===== config.mk =====
export PLATFORM = sky130hd
export DESIGN_NAME = descarregador_elevador
export DESIGN_NICKNAME = d
export VERILOG_FILES = /design/src/rtl/descarregador_pkg.sv /design/src/rtl/descarregador_elevador.sv
export SDC_FILE = /design/constraint.sdc
export NUM_CORES = 1
export LEC_CHECK = 0
export CAP_MARGIN = 20
export CORE_AREA = 2 2 51 53
export CTS_CLUSTER_SIZE = 12
export DETAILED_ROUTE_END_ITERATION = 7
export DIE_AREA = 0 0 53 55
export PLACE_DENSITY_LB_ADDON = 0.05
export RECOVER_POWER = 50
export SETUP_SLACK_MARGIN = 0.2
export SLEW_MARGIN = 0
export SYNTH_ARGS = -nofsm -noshare
export SYNTH_HDL_FRONTEND = slang
export SYNTH_SLANG_ARGS = --single-unit

===== constraint.sdc =====
create_clock -name clk -period 1.95 [get_ports clk]
set_input_delay 0.39 -clock clk [delete_from_list [all_inputs] [get_ports clk]]
set_output_delay 0.39 -clock clk [all_outputs]
set_load 0.1 [all_outputs]

===== src/rtl/descarregador_pkg.sv =====
// Types shared by the elevator cargo RAM, its loader and the unload controller.
package descarregador_pkg;

   typedef logic [1:0] andar_t;
   typedef logic [1:0] tipo_t;
   typedef logic [2:0] estado_t;

   localparam tipo_t TIPO_VAZIO = 2'b00;

   localparam estado_t OCIOSO   = 3'd0;
   localparam estado_t ENDERECA = 3'd1;
   localparam estado_t COMPARA  = 3'd2;
   localparam estado_t ENTREGA  = 3'd3;
   localparam estado_t REMOVE   = 3'd4;
   localparam estado_t FIM      = 3'd5;

   function automatic logic entrega_aqui(input tipo_t tipo, input andar_t destino, input andar_t andar);
      return (tipo != TIPO_VAZIO) && (destino == andar);
   endfunction

endpackage


===== src/rtl/descarregador_elevador.sv =====
// Cargo RAM unload controller: scans every slot and hands the objects for the current floor
// to the floor logic. Optional handshake timeout enabled by defining DESCARREGADOR_TIMEOUT_EN.
module descarregador_elevador
   import descarregador_pkg::*;
#(
   parameter int N_SLOTS = 8,
   parameter int ADDR_W  = 4,
   parameter int TIMEOUT = 15
) (
   input  logic                           clk,
   input  logic                           clear,
   input  logic                           inicia,
   input  logic [1:0]                     andar_atual,
   output logic [ADDR_W-1:0]              addr,
   input  logic [1:0]                     tipo_objeto,
   input  logic [1:0]                     destino_objeto,
   output logic                           obj_valid,
   output logic [1:0]                     obj_tipo,
   input  logic                           obj_ready,
   output logic                           tira_objetos,
   output logic                           ocupado,
   output logic                           pronto,
   output logic [$clog2(N_SLOTS+1)-1:0]   contagem,
   output logic                           erro
);

   localparam int CNT_W = $clog2(N_SLOTS + 1);
   localparam logic [ADDR_W-1:0] ULTIMO = ADDR_W'(N_SLOTS - 1);

   estado_t             state_r, state_s;
   logic [ADDR_W-1:0]   idx_r, idx_s, addr_r;
   andar_t              andar_r;
   tipo_t               obj_tipo_r;
   logic [CNT_W-1:0]    contagem_r;
   logic                obj_valid_r, tira_r, pronto_r, ocupado_r;
   logic                timeout_s;
   logic                ultimo_s;
   logic                aceita_s;

   assign ultimo_s = (idx_r == ULTIMO);
   assign aceita_s = (state_r == OCIOSO) && inicia;

   // Next state and scan index
   always_comb begin
      state_s = state_r;
      idx_s   = idx_r;
      case (state_r)
         OCIOSO: begin
            if (inicia) begin
               state_s = ENDERECA;
               idx_s   = {ADDR_W{1'b0}};
            end else begin
               state_s = OCIOSO;
            end
         end
         ENDERECA: state_s = COMPARA;
         COMPARA: begin
            if (entrega_aqui(tipo_objeto, destino_objeto, andar_r)) begin
               state_s = ENTREGA;
            end else if (ultimo_s) begin
               state_s = (contagem_r != {CNT_W{1'b0}}) ? REMOVE : FIM;
            end else begin
               idx_s   = idx_r + ADDR_W'(1);
               state_s = ENDERECA;
            end
         end
         ENTREGA: begin
            if (timeout_s) begin
               state_s = FIM;
            end else if (obj_ready) begin
               if (ultimo_s) begin
                  state_s = REMOVE;
               end else begin
                  idx_s   = idx_r + ADDR_W'(1);
                  state_s = ENDERECA;
               end
            end else begin
               state_s = ENTREGA;
            end
         end
         REMOVE:  state_s = FIM;
         FIM:     state_s = OCIOSO;
         default: state_s = OCIOSO;
      endcase
   end

   // State, latched stop data and outputs registered from the next state
   always_ff @(posedge clk) begin
      if (clear) begin
         state_r     <= OCIOSO;
         idx_r       <= {ADDR_W{1'b0}};
         addr_r      <= {ADDR_W{1'b0}};
         andar_r     <= 2'b00;
         obj_tipo_r  <= TIPO_VAZIO;
         contagem_r  <= {CNT_W{1'b0}};
         obj_valid_r <= 1'b0;
         tira_r      <= 1'b0;
         pronto_r    <= 1'b0;
         ocupado_r   <= 1'b0;
      end else begin
         state_r     <= state_s;
         idx_r       <= idx_s;
         addr_r      <= (state_s == OCIOSO) ? {ADDR_W{1'b0}} : idx_s;
         obj_valid_r <= (state_s == ENTREGA);
         tira_r      <= (state_s == REMOVE);
         pronto_r    <= (state_s == FIM);
         ocupado_r   <= (state_s != OCIOSO);
         if (aceita_s) begin
            andar_r <= andar_atual;
         end
         if ((state_r == COMPARA) && (state_s == ENTREGA)) begin
            obj_tipo_r <= tipo_objeto;
         end
         if (aceita_s) begin
            contagem_r <= {CNT_W{1'b0}};
         end else if ((state_r == ENTREGA) && obj_ready) begin
            contagem_r <= contagem_r + CNT_W'(1);
         end
      end
   end

`ifdef DESCARREGADOR_TIMEOUT_EN
   localparam int ESPERA_W = $clog2(TIMEOUT + 1);

   logic [ESPERA_W-1:0] espera_r;
   logic                erro_r;

   assign timeout_s = (state_r == ENTREGA) && !obj_ready && (espera_r == ESPERA_W'(TIMEOUT - 1));

   // Cycles spent in the current ENTREGA, and the sticky timeout flag
   always_ff @(posedge clk) begin
      if (clear) begin
         espera_r <= {ESPERA_W{1'b0}};
         erro_r   <= 1'b0;
      end else begin
         espera_r <= (state_r == ENTREGA) ? espera_r + ESPERA_W'(1) : {ESPERA_W{1'b0}};
         if (aceita_s) begin
            erro_r <= 1'b0;
         end else if (timeout_s) begin
            erro_r <= 1'b1;
         end
      end
   end

   assign erro = erro_r;
`else
   assign timeout_s = 1'b0;
   assign erro      = 1'b0;
`endif

   assign addr         = addr_r;
   assign obj_valid    = obj_valid_r;
   assign obj_tipo     = obj_tipo_r;
   assign tira_objetos = tira_r;
   assign ocupado      = ocupado_r;
   assign pronto       = pronto_r;
   assign contagem     = contagem_r;

endmodule


# Word level (Yosys, flattened, before mapping)

Cells that the tools add are included.

Flip-flop bits (word level): 23
Input bits: 10
Output and inout bits: 15
Word-level logic and storage cells: 44

Add/sub/neg operators: 2
Equal/unequal tests: 9
Multiplexer cells: 12
Reductions and logical operators: 11

Operator list:

| kind                                           | number |
|---|---|
| two-way mux 4 bit                              | 4 |
| one-hot mux 3 bit (5 select lines)             | 1 |
| two-way mux 3 bit                              | 4 |
| one-hot mux 4 bit (3 select lines)             | 1 |
| == test 3 x 2 -> 1 bit (second input constant) | 3 |
| == test 3 bit (second input constant)          | 3 |
| adder 4 x 1 -> 4 bit (second input constant)   | 2 |
| zero test 3 bit                                | 2 |
| == test 4 x 3 -> 1 bit (second input constant) | 1 |
| logical AND 1 bit                              | 4 |
| nonzero test 4 bit                             | 1 |
| OR reduction 2 bit                             | 2 |
| == test 3 x 1 -> 1 bit (second input constant) | 1 |
| nonzero test 3 bit                             | 1 |
| == test 2 bit                                  | 1 |
| two-way mux 1 bit                              | 2 |
| nonzero test 2 bit                             | 1 |

# Logic depth before layout (Yosys ltp)

Gate-level depths: netlist of the first run.

Depth in word-level cells: 7
Mapped depth: 7
Depth with buffers taken out: 7

# Worst setup path before layout of the first run

Ideal clock, no wire load.

Kind: reg2reg
Start: register contagem_r[0], in the netlist contagem[0]
End: register addr_r[0], in the netlist addr[0]
Setup time: 125 ps
Data arrival time: 2158 ps
Required time: 1825 ps
Path slack: -333 ps
Stages on the path, launching flop included: 8
Buffers on the path: 0
Period minus slack after synthesis: 2283 ps
Path through: dfxtp_1 inv_1 ha_1 nor3b_1 o21ai_0 a31oi_2 nor3_2 nor2_1

Longest elaborated chain between the ends: 7

RTL lines:

| item                                | line                          | source |
|---|---|---|
| start, declared                     | descarregador_elevador.sv:34  | `logic [CNT_W-1:0] contagem_r;` |
| start signal, assigned              | descarregador_elevador.sv:95  | `contagem_r <= {CNT_W{1'b0}};` |
| start signal, assigned              | descarregador_elevador.sv:115 | `contagem_r <= {CNT_W{1'b0}};` |
| start signal, assigned              | descarregador_elevador.sv:117 | `contagem_r <= contagem_r + CNT_W'(1);` |
| nonzero test 4 bit                  | descarregador_elevador.sv:61  | `state_s = (contagem_r != {CNT_W{1'b0}}) ? REMOVE : FIM;` |
| two-way mux 1 bit                   | descarregador_elevador.sv:61  |  |
| two-way mux 3 bit                   | descarregador_elevador.sv:60  | `end else if (ultimo_s) begin` |
| two-way mux 3 bit                   | descarregador_elevador.sv:58  | `if (entrega_aqui(tipo_objeto, destino_objeto, andar_r)) begin` |
| one-hot mux 3 bit (5 select lines)  | descarregador_elevador.sv:47  | `case (state_r)` |
| zero test 3 bit                     | descarregador_elevador.sv:103 | `addr_r <= (state_s == OCIOSO) ? {ADDR_W{1'b0}} : idx_s;` |
| OR reduction 2 bit (no source line) | --                            |  |
| end signal, assigned                | descarregador_elevador.sv:92  | `addr_r <= {ADDR_W{1'b0}};` |
| end signal, assigned                | descarregador_elevador.sv:103 |  |
| end, declared                       | descarregador_elevador.sv:31  | `logic [ADDR_W-1:0] idx_r, idx_s, addr_r;` |

No other way between the ends.
A chain may end at the register's enable or synchronous reset.

# Worst setup path after layout of the first run

Start: input destino_objeto[1]
End: register addr_r[2], in the netlist addr[2]

Longest elaborated chain between the ends: 6
Elaborated cells between the ends (all ways): 8
Those cells by class: 1 x eq/ne; 4 x mux; 3 x reduce/logical

RTL lines:

| item                                | line                          | source |
|---|---|---|
| start, declared                     | descarregador_elevador.sv:16  | `input logic [1:0] destino_objeto,` |
| == test 2 bit *                     | descarregador_pkg.sv:18       | `return (tipo != TIPO_VAZIO) && (destino == andar);` |
| logical AND 1 bit *                 | descarregador_pkg.sv:18       |  |
| two-way mux 3 bit                   | descarregador_elevador.sv:58  |  |
| one-hot mux 3 bit (5 select lines)  | descarregador_elevador.sv:47  |  |
| zero test 3 bit                     | descarregador_elevador.sv:103 |  |
| OR reduction 2 bit (no source line) | --                            |  |

Mark *: on every way between the ends. The rest lies on a longest branch, timed or not.

==> results of run 1 <==
==> cell families after synthesis <==
kind of cell,share of synthesized area
DFF,0.4196
AOI/OAI and AO/OA,0.1653
other,0.003417
buffers and inverters,0.04788
xor gates and xnor gates,0.03193
muxes,0.04561
adders and majority gates,0.03421
and+or+nand+nor,0.2520
==> synthesized netlist by cell type (all sizes together) <==
cell and number:
ha 3, buf 5, nand3b 1, nand2 10, a21oi 4, and4b 1, dfxtp 23, nor2b 2
o21ai 2, a21boi 1, nand3 2, and3 2, a311oi 1, o211a 1, a211oi 3, o21bai 1
and3b 1, conb 1, or2 3, nor3b 3, a41oi 2, mux2i 5, nor3 2, xnor2 2
o211ai 1, a311o 1, nand2b 2, xor2 2, inv 4, a31oi 2, nand4 2, o22ai 2
a31o 1, nand4b 1, a22oi 1, clkbuf 1, nor2 17
==> path summary, 6_finish.rpt <==
| check | start | to | slack (ns) | cells past startpoint |
|---|---|---|---|---|
| hold / removal | tipo_objeto[1] | obj_tipo[1]$_SDFFE_PP0P_ | 0.47 | 3 |
| hold reg to reg | contagem[0]$_SDFFE_PP0P_ | contagem[0]$_SDFFE_PP0P_ | 0.50 | 2 |
| setup / recovery | destino_objeto[1] | addr[2]$_SDFF_PP0_ | 0.23 | 6 |
| setup reg to reg | idx_r[1]$_SDFF_PP0_ | addr[2]$_SDFF_PP0_ | 0.23 | 6 |
==> final cells by class <==
class	instances	area, µm²	share of cell area
tap	30	37.54	0.02586
inverter	4	15.01	0.01034
clock inverter	1	5.005	0.003448
sequential	23	481.7	0.3319
timing repair buffer	36	257.7	0.1776
multi-input combinational	85	631.9	0.4353
clock buffer	3	22.52	0.01552
==> critical path: stages <==
cell	delay [ns]
clkdlybuf4s50_1	0.44
xnor2_2	0.26
a41oi_1	0.20
nor3_1	0.46
nor3_4	0.12
nor2_1	0.11
==> registers in the layout (all words and copies together) (netlist names) <==
register / cells
state_r: 3
pronto: 1
contagem: 4
ocupado: 1
addr: 4
tira_objetos: 1
idx_r: 4
obj_tipo: 2
andar_r: 2
obj_valid: 1
==> routing by layer <==
layer / global-route usage / part of all wire
met1: 0.2338 / 0.43
met2: 0.3604 / 0.52
met3: 0.04839 / 0.042
met4: 0.05128 / 0.0064
met5: 0 / 0
==> power groups by stage <==
stage / combinational, mW / sequential [mW] / clock (mW)
4_1_cts: 0.208 / 0.499 / 0.227
3_3_place_gp: 0.198 / 0.508 / 0
6_report: 0.219 / 0.499 / 0.215
3_5_place_dp: 0.201 / 0.508 / 0
5_1_grt: 0.238 / 0.502 / 0.250
2_1_floorplan: 0.100 / 0.544 / 0
==> per-stage QoR <==
| step | utilization | std cells | TNS, ns | cell area [µm²] | hold slack [ns] |
|---|---|---|---|---|---|
| finish | 0.6138 | 182 | 0 | 1451 | 0.4659 |
| global route | 0.6138 | 182 | 0 | 1451 | 0.5236 |
| CTS | 0.6005 | 179 | 0 | 1420 | 0.4614 |
| detailed placement | 0.5762 | 173 | -1.523 | 1363 | 0.4849 |
| global placement | 0.5762 | 173 | -1.250 | 1363 | 0.4884 |
| floorplan | - | 118 | 0 | 1107 | 0.4819 |
==> what timing repair did <==
item / in CTS / in global routing
buffers inserted: 2 / 3
pin swaps: 5 / 9
resized for setup: 6 / 14
hold endpoints to repair: 0 / 0
setup endpoints to repair: 8 / 13
==> reports/results.tsv, run 1 <==
stage	metric	value	unit
final_layout	most frequent standard cell in the layout excluding fill and tap cells	nor2_1	
timing	Final Setup Violations	0	
routing	Pre-Repair DR Iteration Count	4	
synthesis	count of mapped cells out of synthesis	118	
floorplanning	total die area	0.002915	mm²
routing	average via count per standard cell	5.385	
routing	Total Wirelength	2.486	mm
pwr	part of the power in combinational logic	0.234	
pwr	Switching Fraction	0.3092	
place	RePlAce Congestion	0.8598	
synthesis	share of Yosys cell area claimed by the top area cell type	0.4196	
timing	slack of the critical path	0.2349	ns
routing	Residual DRC	0	
clock_network	Worst-Skew Late Latency	0.31	ns
clock_network	cts hold-fix bufs	0	
global_routing	number of antenna violations at the first check in global routing	0	
place	worst-case setup slack after placement	-0.1845	ns
critical_path	worst path arrival time	1.97	ns
pwr	Worst VDD drop	0.0003885	V
floorplanning	Die W	53	µm
synthesis	top cells by area in the synthesized netlist	dfxtp_1 (42%), nor2_1 (5.8%), mux2i_1 (4.6%)	
flow_run	max capacitance violation total	0	
clock_network	buffer levels on the longest clock path	2	
final_layout	final-stage net count	166	
pwr	clock network power share	0.231	
timing	peak clock frequency supported by timing	0.5831	GHz
pwr	internal power	0.6448	mW
timing	post-route minimum period	1.715	ns
pwr	part of the total power dissipated in sequential elements	0.535	
final_layout	Layout Area Growth over Synthesis	32.27	%
clock_network	total number of clock tree sinks	23	
routing	initial DRC count	22	
floorplanning	Initial Utilization	0.4640	
hold_path	class of the tightest hold or removal check	in2reg	
critical_path	kind of launch point of the worst setup path	primary input	
place	HPWL after DPL	1.846	mm
routing	total number of vias	980	
synthesis	number of synthesized register bits	23	
floorplanning	count of boundary I/O pins	25	
timing	Layout Skew	0.005330	ns
final_layout	filler cell count	220	
routing	antenna-violating nets left	0	
timing	Final Slew Violations	0	
timing	setup repair after global routing missed its margin	yes	
clock_network	clock tree from TritonCTS	built	
final_layout	fraction of final layout cells with drive strength greater than 1	0.3355	
clock_network	number of CTS-inserted buffers	3	
critical_path	classification of the worst setup path	in2reg	
pwr	power per unit of standard cell area	643.2	mW/mm²
global_routing	global-route wire length before repair	4.133	mm
synthesis	Synth warnings	0	
routing	final routed wire length divided by cell count	13.66	µm
timing	actual transition at the worst max-transition pin	0.5277	ns
pwr	switching power	0.2886	mW
synthesis	distinct cell type count after synthesis	45	
place	count of input and output buffers	23	
synthesis	Cell Area, Synth	0.001097	mm²
pwr	static leakage	0.6104	nW
critical_path	critical path data required time	2.20	ns
synthesis	sequential-to-total area share from yosys stat	0.4196	
global_routing	largest net degree at the start of global routing	14	
timing	endpoints failing hold	0	
pwr	total design power	0.9335	mW
global_routing	GRT Overall Usage	0.1980	
global_routing	number of global-route vias before repair	953	
status	status	finished, final reports clean	
synthesis	post-synth net total	131	
clock_network	CTS H-Tree Depth	1	
clock_network	root buffer cell	clkbuf_4	
floorplanning	Die Height	55	µm
clock_network	clock input transition at the sequential cells of the worst setup and hold paths	0.12	ns
final_layout	antenna diode count	0	
final_layout	most frequent cells in the layout	nor2_1 (17), dfxtp_1 (14), clkbuf_2 (14)	
floorplanning	number of rows created at floorplan	18	
critical_path	maximum fanout encountered on the critical timing path	5	
timing	period utilisation layout	0.8795	
timing	worst slew slack as a fraction of its limit	0.6455	
floorplanning	core area	0.002365	mm²
synthesis	Synth area leader	dfxtp_1	
global_routing	total congestion overflow	0	
synthesis	average size of a mapped cell	9.299	µm²
critical_path	Crit. End Element	register	
Note: power is estimated with default switching activity, not from simulation.
==> run 2: changes to the inputs <==
==> constraint.sdc (replaced) <==
create_clock -name clk -period 1.95 [get_ports clk]
set_input_delay 0.39 -clock clk [delete_from_list [all_inputs] [get_ports clk]]
set_output_delay 0.39 -clock clk [all_outputs]
set_load 0.005 [all_outputs]
==> reports/results.tsv, run 2 (synthesis results as in run 1) <==
stage	metric	value	unit
status	status	finished, final reports clean	
final_layout	antenna diode count	0	
critical_path	critical path data required time	2.16	ns
floorplanning	count of boundary I/O pins	25	
routing	initial DRC count	13	
clock_network	CTS H-Tree Depth	1	
routing	average via count per standard cell	5.318	
timing	Final Slew Violations	0	
final_layout	Layout Area Growth over Synthesis	36.60	%
floorplanning	Die W	53	µm
critical_path	kind of launch point of the worst setup path	primary input	
final_layout	Finished Cell Area	0.001499	mm²
pwr	Worst VDD drop	0.0004510	V
timing	peak clock frequency supported by timing	0.5625	GHz
timing	post-route minimum period	1.778	ns
pwr	switching power	0.2400	mW
routing	total number of vias	952	
place	HPWL after DPL	1.817	mm
global_routing	number of antenna violations at the first check in global routing	0	
pwr	total design power	0.8892	mW
timing	Final Setup Violations	0	
pwr	part of the total power dissipated in sequential elements	0.567	
global_routing	total congestion overflow	0	
pwr	power per unit of standard cell area	593.2	mW/mm²
floorplanning	core area	0.002365	mm²
final_layout	most frequent cells in the layout	dfxtp_1 (18), nor2_1 (16), nand2_1 (10), clkdlybuf4s50_1 (10), dlygate4sd3_1 (10)	
global_routing	largest net degree at the start of global routing	14	
global_routing	number of global-route vias before repair	886	
pwr	static leakage	0.5992	nW
floorplanning	number of rows created at floorplan	18	
floorplanning	Die Height	55	µm
clock_network	clock tree from TritonCTS	built	
routing	final routed wire length divided by cell count	13.54	µm
global_routing	global-route wire length before repair	3.939	mm
place	Cell Area, Placed	0.001395	mm²
pwr	Switching Fraction	0.2699	
clock_network	root buffer cell	clkbuf_4	
clock_network	clock input transition at the sequential cells of the worst setup and hold paths	0.12	ns
routing	Residual DRC	0	
place	RePlAce Congestion	0.8528	
flow_run	max capacitance violation total	0	
hold_path	class of the tightest hold or removal check	in2reg	
floorplanning	Initial Utilization	0.4640	
critical_path	classification of the worst setup path	in2reg	
final_layout	Final Non-Filler Cells	179	
clock_network	Worst-Skew Late Latency	0.32	ns
timing	period utilisation layout	0.9117	
final_layout	final-stage net count	163	
routing	antenna-violating nets left	0	
global_routing	GRT Overall Usage	0.1893	
pwr	internal power	0.6493	mW
routing	Pre-Repair DR Iteration Count	4	
clock_network	buffer levels on the longest clock path	2	
place	dpl cells	174	
clock_network	total number of clock tree sinks	23	
timing	setup repair after global routing missed its margin	yes	
timing	endpoints failing hold	0	
place	count of input and output buffers	23	
clock_network	cts hold-fix bufs	0	
pwr	part of the power in combinational logic	0.189	
critical_path	worst path arrival time	1.99	ns
clock_network	number of CTS-inserted buffers	3	
critical_path	Crit. End Element	register	
floorplanning	total die area	0.002915	mm²
timing	Layout Skew	0.007889	ns
routing	Total Wirelength	2.424	mm
final_layout	fraction of final layout cells with drive strength greater than 1	0.2081	
critical_path	maximum fanout encountered on the critical timing path	5	
pwr	clock network power share	0.244	
final_layout	most frequent standard cell in the layout excluding fill and tap cells	dfxtp_1	
run 2: cell count changes in the layout (fill, tap and decap cells not counted), moves of 2 or more:
cell             previous run  this run
dfxtp_1                    14        18
dfxtp_4                     4         0
clkbuf_2                   14         0
clkdlybuf4s50_1             6        10
clkbuf_1                    0         2
dlygate4sd3_1               0        10
buf_4                      13         8
run 2: final timing paths:
check,endpoint,cells past startpoint,slack (ns),from
max reg2reg,addr[0]$_SDFF_PP0_,6,0.26,idx_r[0]$_SDFF_PP0_
min reg2reg,obj_tipo[0]$_SDFFE_PP0P_,2,0.52,obj_tipo[0]$_SDFFE_PP0P_
min,obj_tipo[1]$_SDFFE_PP0P_,3,0.45,tipo_objeto[1]
max,addr[0]$_SDFF_PP0_,6,0.17,inicia
run 2: power by group through the flow:
| stage | Clock, mW | Sequential (mW) | Combinational, mW |
|---|---|---|---|
| 2_1_floorplan | 0 | 0.502 | 0.0921 |
| 3_3_place_gp | 0 | 0.511 | 0.151 |
| 3_5_place_dp | 0 | 0.511 | 0.152 |
| 4_1_cts | 0.227 | 0.501 | 0.159 |
| 5_1_grt | 0.242 | 0.507 | 0.186 |
| 6_report | 0.217 | 0.505 | 0.168 |
run 2: stage by stage:
step | worst slack [ns] | TNS (ns) | util | hold slack [ns]
after global placement | -0.1579 | -1.154 | 0.5899 | 0.4881
final | 0.1721 | 0 | 0.6339 | 0.4482
after global routing | 0.07143 | 0 | 0.6339 | 0.4854
after detailed placement | -0.1599 | -1.274 | 0.5899 | 0.4929
after floorplan | 0.3426 | 0 | - | 0.4819
after CTS | 0.2129 | 0 | 0.6101 | 0.4512
run 2: critical path, stage by stage:
cell,delay [ns]
dlygate4sd3_1,0.55
nor3b_1,0.16
a311oi_2,0.38
a31oi_4,0.16
nor3_4,0.26
nor2_1,0.09
run 2: routing by layer:
layer  wire length [µm]  GRT usage  share of wire
met5                  0          0              0
met2               1186     0.3063           0.49
met3                106    0.05376          0.044
met4                 38    0.08120          0.016
met1               1092     0.2371           0.45
run 2: final cells by class:
cell class	instances	area (µm²)
clock inverter	1	5.005
clock buffer	3	22.52
inverter	4	15.01
multi-input combinational	85	654.4
tap	30	37.54
fill	219	865.8
timing repair buffer	33	297.8
sequential	23	466.7
run 2: repair_timing:
| item | 4_1_cts | 5_1_grt |
|---|---|---|
| pin swaps | 4 | 4 |
| setup endpoints to repair | 6 | 11 |
| buffers inserted | 1 | 0 |
| resized for setup | 5 | 17 |
